<file path="config.mk">
export PLATFORM = sky130hd
export DESIGN_NAME = au_cmp_serial
export DESIGN_NICKNAME = d
export VERILOG_FILES = /design/src/rtl/au_cmp_serial_pkg.sv /design/src/rtl/au_cmp_serial_digit.sv /design/src/rtl/au_cmp_serial.sv
export SDC_FILE = /design/constraint.sdc
export NUM_CORES = 1
export LEC_CHECK = 0
export CAP_MARGIN = 25
export CORE_ASPECT_RATIO = 0.75
export CORE_MARGIN = 5
export CORE_UTILIZATION = 55
export CTS_BUF_LIST = sky130_fd_sc_hd__clkbuf_2
export DETAILED_ROUTE_END_ITERATION = 10
export GPL_ROUTABILITY_DRIVEN = 1
export HOLD_SLACK_MARGIN = 0.1
export PLACE_DENSITY = 0.9
export SKIP_CTS_REPAIR_TIMING = 1
export SYNTH_ARGS = -nofsm -noshare
export SYNTH_HDL_FRONTEND = slang
export SYNTH_SLANG_ARGS = --single-unit
</file>
<file path="constraint.sdc">
create_clock -name clk -period 4.5 [get_ports clk]
set_input_delay 0.675 -clock clk [delete_from_list [all_inputs] [get_ports clk]]
set_output_delay 0.675 -clock clk [all_outputs]
set_load 0.01 [all_outputs]
</file>
<file path="src/rtl/au_cmp_serial_pkg.sv">
// ---------------------------------------------------------------------------
// au_cmp_serial_pkg
//   Shared definitions for the digit-serial comparator family.
//   Holds the FSM state encoding and the helpers that work out the digit
//   count and counter width from the operand width and the digit width.
//   Future comparator variants can import this package to use the same
//   derivations.
// ---------------------------------------------------------------------------
package au_cmp_serial_pkg;

   // Two-bit state register: idle, walking the digits, result held
   typedef enum logic [1:0] {
      ST_IDLE = 2'd0,
      ST_RUN  = 2'd1,
      ST_DONE = 2'd2
   } state_t;

   // Number of digits needed to cover the operand, rounding up
   function automatic int calc_ndig(input int width, input int digit);
      return (width + digit - 1) / digit;
   endfunction

   // The digit counter must be at least one bit wide, even when there is
   // only a single digit
   function automatic int calc_cnt_w(input int ndig);
      return (ndig > 1) ? $clog2(ndig) : 1;
   endfunction

endpackage

</file>
<file path="src/rtl/au_cmp_serial_digit.sv">
// ---------------------------------------------------------------------------
// au_cmp_digit
//   Purely combinational compare of one unsigned digit.
//   Ports:
//     x, y  in  DIGIT  digits to compare
//     deq   out 1      x == y
//     dgt   out 1      x >  y (unsigned)
// ---------------------------------------------------------------------------
module au_cmp_digit #(
   parameter int DIGIT = 8
) (
   input  logic [DIGIT-1:0] x,
   input  logic [DIGIT-1:0] y,
   output logic             deq,
   output logic             dgt
);

   assign deq = (x == y);
   assign dgt = (x > y);

endmodule

</file>
<file path="src/rtl/au_cmp_serial.sv">
// ---------------------------------------------------------------------------
// au_cmp_serial
//   Digit-serial magnitude/equality comparator. Compares a and b DIGIT bits
//   per cycle, most significant digit first, and stops at the first digit
//   that differs. Operands are treated as unsigned (tc=0) or two's
//   complement (tc=1), chosen per transaction.
//   Ports:
//     clk, rst             clock and synchronous active-high reset
//     in_valid / in_ready  operand handshake (a, b, tc)
//     out_valid / out_ready result handshake (eq, lt, gt, one-hot)
// ---------------------------------------------------------------------------
module au_cmp_serial
   import au_cmp_serial_pkg::*;
#(
   parameter int WIDTH = 32,
   parameter int DIGIT = 8
) (
   input  logic             clk,
   input  logic             rst,
   input  logic             in_valid,
   output logic             in_ready,
   input  logic [WIDTH-1:0] a,
   input  logic [WIDTH-1:0] b,
   input  logic             tc,
   output logic             out_valid,
   input  logic             out_ready,
   output logic             eq,
   output logic             lt,
   output logic             gt
);

   localparam int NDIG = calc_ndig(WIDTH, DIGIT);
   localparam int EXT  = NDIG * DIGIT;
   localparam int CW   = calc_cnt_w(NDIG);

   state_t          state_q, state_d;
   logic [CW-1:0]   cnt_q,   cnt_d;
   logic [EXT-1:0]  a_q,     a_d;
   logic [EXT-1:0]  b_q,     b_d;
   logic            eq_q,    eq_d;
   logic            lt_q,    lt_d;
   logic            gt_q,    gt_d;

   logic [EXT-1:0]  a_ext, b_ext;
   logic [DIGIT-1:0] a_dig, b_dig;
   logic            dig_eq, dig_gt;

   // Widen the operands to a whole number of digits. In two's-complement
   // mode the sign is replicated, then the top bit is flipped so that the
   // signed order becomes plain unsigned order for the digit compares.
   always_comb begin
      a_ext = EXT'(a);
      b_ext = EXT'(b);
      for (int i = WIDTH; i < EXT; i++) begin
         a_ext[i] = tc & a[WIDTH-1];
         b_ext[i] = tc & b[WIDTH-1];
      end
      if (tc) begin
         a_ext[EXT-1] = ~a_ext[EXT-1];
         b_ext[EXT-1] = ~b_ext[EXT-1];
      end
   end

   // Pick the current digit straight out of the captured registers; the
   // operand registers never shift, only the counter moves
   assign a_dig = a_q[int'(cnt_q) * DIGIT +: DIGIT];
   assign b_dig = b_q[int'(cnt_q) * DIGIT +: DIGIT];

   au_cmp_digit #(.DIGIT(DIGIT)) u_digit (
      .x   (a_dig),
      .y   (b_dig),
      .deq (dig_eq),
      .dgt (dig_gt)
   );

   // Next-state logic: accept in idle, walk digits in run, hold the result
   // until the consumer takes it
   always_comb begin
      state_d = state_q;
      cnt_d   = cnt_q;
      a_d     = a_q;
      b_d     = b_q;
      eq_d    = eq_q;
      lt_d    = lt_q;
      gt_d    = gt_q;
      unique case (state_q)
         ST_IDLE: begin
            if (in_valid) begin
               a_d     = a_ext;
               b_d     = b_ext;
               cnt_d   = CW'(NDIG - 1);
               state_d = ST_RUN;
            end
         end
         ST_RUN: begin
            if (!dig_eq) begin
               eq_d    = 1'b0;
               gt_d    = dig_gt;
               lt_d    = ~dig_gt;
               state_d = ST_DONE;
            end else if (cnt_q == '0) begin
               eq_d    = 1'b1;
               lt_d    = 1'b0;
               gt_d    = 1'b0;
               state_d = ST_DONE;
            end else begin
               cnt_d = cnt_q - CW'(1);
            end
         end
         ST_DONE: begin
            if (out_ready) begin
               eq_d    = 1'b0;
               lt_d    = 1'b0;
               gt_d    = 1'b0;
               state_d = ST_IDLE;
            end
         end
         default: state_d = ST_IDLE;
      endcase
   end

   // State and result registers; reset aborts whatever is in flight
   always_ff @(posedge clk) begin
      if (rst) begin
         state_q <= ST_IDLE;
         cnt_q   <= '0;
         a_q     <= '0;
         b_q     <= '0;
         eq_q    <= 1'b0;
         lt_q    <= 1'b0;
         gt_q    <= 1'b0;
      end else begin
         state_q <= state_d;
         cnt_q   <= cnt_d;
         a_q     <= a_d;
         b_q     <= b_d;
         eq_q    <= eq_d;
         lt_q    <= lt_d;
         gt_q    <= gt_d;
      end
   end

   assign in_ready  = (state_q == ST_IDLE) & ~rst;
   assign out_valid = (state_q == ST_DONE);
   assign eq        = eq_q;
   assign lt        = lt_q;
   assign gt        = gt_q;

endmodule
</file>
==> impl_metrics.csv <==
group,metric,value,unit
outcome,status,"complete, no violations",
cells_and_area,fin_util,74.79,%
hold_path,hold_path_class,"reg -> reg",
clock_network,cts_root_buffer,"clkbuf_2",
yosys,netlist_top_cells_area,"dfxtp_1 (46%), nand2_1 (16%), mux4_2 (12%), a21oi_1 (11%), ha_1 (3.6%)",
route,drt-pass1-iter-count,5,
yosys,ys_types,27,
grt,grt_first_pass_wirelength,12230,µm
clock_network,clockBufferDepth,2,
yosys,synth_area,3114,µm²
setup_path,worst_ep_required_time,4960,ps
pwr,power.density,389.3,nW/µm²
cells_and_area,area_delta_synth_final,29.93,%
die,initial_core_util,57.56,%
clock_network,clk_pin_slew,200,ps
yosys,synth-seq-cells,71,
sta,relSlewSlack,36.58,%
cells_and_area,num_antenna_cells,0,
route,drt_iter0_drc,128,
route,vias,2695,
sta,finClkSkew,17.48,ps
yosys,synth_warnings,0,
cells_and_area,layout-drive-gt1-share,9.302,%
setup_path,critPathCaptureType,"flip-flop",
cells_and_area,layout.nets,503,
grt,antenna_found_initial,0,
clock_network,cts.sink_count,71,
setup_path,worstSetupPathType,"reg -> reg",
route,wl_per_cell,14.63,µm
route,drcViolationCount,0,
setup_path,start_kind,"flip-flop",
sta,finalMaxSlewViolations,0,
die,die_x,96.89,µm
yosys,ys_seq_area_share,45.64,%
sta,setup_viol,0,
sta,rsz0062_at_grt,"no",
route,ant_nets,0,
grt,overflow,0,
grt,grt.total_usage,21.32,%
place,portBuffers,73,
setup_path,cp_max_fo,19,
die,die_area,7283,µm²
route,vias_per_cell,5.337,
sta,fin_tns_setup,0,ps
yosys,synth_nets,442,
place,dp_hpwl,5280,µm
grt,grt_max_degree,75,
pwr,ir_drop,0.1980,mV
die,core,5410,µm²
yosys,yosysTopAreaCell,"dfxtp_1",
sta,hold_violations,0,
sta,clock.fmax,310.8,MHz
yosys,netlist.area_leader.share,45.64,%
yosys,post_synth.cell_area_avg,8.556,µm²
pwr,leakagePower,1.509,nW
yosys,synth_cells,364,
route,wirelength,7387,µm
die,die_h,75.17,µm
sta,tightest_slew,950.0,ps
sta,min_period,3218,ps
place,gp_congestion,0.7535,
setup_path,arrival,3680,ps
die,io_pins,74,
run,maxCapViolations,0,
clock_network,htreeDepth,3,
sta,fin_crit_sh,71.50,%
clock_network,clk_latency,520,ps
die,num_rows,23,
clock_network,cts_buffers,9,
grt,grt_pass1_vias,2752,
clock_network,cts_tree,"yes",
==> logic make-up after synthesis <==
| logic type | count (synthesis) | share of synthesized area [%] |
|---|---|---|
| xor gates and xnor gates | 2 | 0.5626 |
| buffers and inverters | 37 | 5.102 |
| DFF | 71 | 45.64 |
| adders and majority gates | 9 | 3.616 |
| muxes | 17 | 11.89 |
| AOI/OAI and AO/OA | 77 | 13.18 |
| and+or+nand+nor | 151 | 20.01 |
==> worst max-delay path: stages, from the launching register on <==
cell	delay, ps
dfxtp_1	990
mux4_2	620
ha_1	360
nand4_1	140
or3_4	450
o21ai_0	330
nand2_1	130
o2bb2ai_1	150
==> area by class of cell <==
| type | count | area [µm²] |
|---|---|---|
| clock buffer | 9 | 45.04 |
| clock inverter | 7 | 143.9 |
| tap | 75 | 93.84 |
| inverter | 11 | 41.29 |
| timing repair buffer | 76 | 760.7 |
| fill | 402 | 1364 |
| sequential | 71 | 1421 |
| multi-input combinational | 256 | 1540 |
==> registers in the layout (all words and copies together), names as in the netlist <==
register / count
b_q: 32
lt: 1
state_q: 2
cnt_q: 2
gt: 1
a_q: 32
eq: 1
==> final timing paths <==
kind | cells past startpoint | to | slack (ps) | start
setup / recovery | 7 | gt | 1280 | cnt_q[0]
hold / removal | 2 | a_q[29] | 470 | a_q[29]
setup reg to reg | 7 | gt | 1280 | cnt_q[0]
hold reg to reg | 2 | a_q[29] | 470 | a_q[29]
==> layer usage <==
metal | part of all wire, % | track usage, % | vias to the layer above | wire length [µm]
met4 | 3.0 | 12.46 | 0 | 224
met1 | 40 | 23.13 | 1236 | 2935
met3 | 5.9 | 7.037 | 23 | 436
li1 | - | - | 1343 | -
met5 | 0 | 0 | - | 0
met2 | 51 | 37.61 | 93 | 3791
==> through the flow <==
| stage | area [µm²] | hold slack (ps) | worst slack (ps) | instances | power (mW) |
|---|---|---|---|---|---|
| after floorplan | 3114 | 433.1 | 2050 | 364 | 0.9324 |
| after global placement | 3837 | 439.8 | 1457 | 488 | 1.033 |
| after detailed placement | 3857 | 446.6 | 1322 | 489 | 1.055 |
| after CTS | 4046 | 469.5 | 1255 | 505 | 1.580 |
| after global routing | 4046 | 495.1 | 1021 | 505 | 1.652 |
| final | 4046 | 465.3 | 1282 | 505 | 1.575 |
==> power by group <==
part | switching, mW | internal [mW] | leakage [nW]
Clock | 0.234 | 0.296 | 0.0987
Combinational | 0.149 | 0.168 | 0.827
Sequential | 0.0468 | 0.680 | 0.583
==> synthesized netlist by cell type <==
master,instances
a211oi_1,4
a21oi_1,67
a31oi_1,1
buf_2,10
buf_4,2
clkbuf_1,14
dfxtp_1,71
ha_1,9
inv_1,11
mux2i_1,1
mux4_2,16
nand2_1,131
nand2b_1,3
nand4_1,1
nor2_1,6
nor2b_1,2
nor3_1,4
nor3b_2,1
nor3b_4,1
o21a_1,1
o21ai_0,1
o221ai_1,1
o2bb2ai_1,1
o32ai_1,1
or3_4,1
or3b_2,1
xnor2_1,2
==> layout by cell type, fill, tap and decap left out, types with 2 or more instances in the layout <==
master | Yosys | layout
nor3b_4 | 1 | 2
clkinvlp_4 | 0 | 2
nor2b_1 | 2 | 2
a21oi_1 | 67 | 67
dfxtp_1 | 71 | 71
buf_4 | 2 | 2
a211oi_1 | 4 | 4
inv_1 | 11 | 11
mux4_2 | 16 | 16
nor2_1 | 6 | 6
nor3_1 | 4 | 4
clkbuf_2 | 0 | 9
xnor2_1 | 2 | 2
nand2b_1 | 3 | 3
ha_1 | 9 | 9
bufinv_16 | 0 | 4
clkdlybuf4s50_1 | 0 | 72
nand2_1 | 131 | 131
Power figures use the tool's default switching activity.
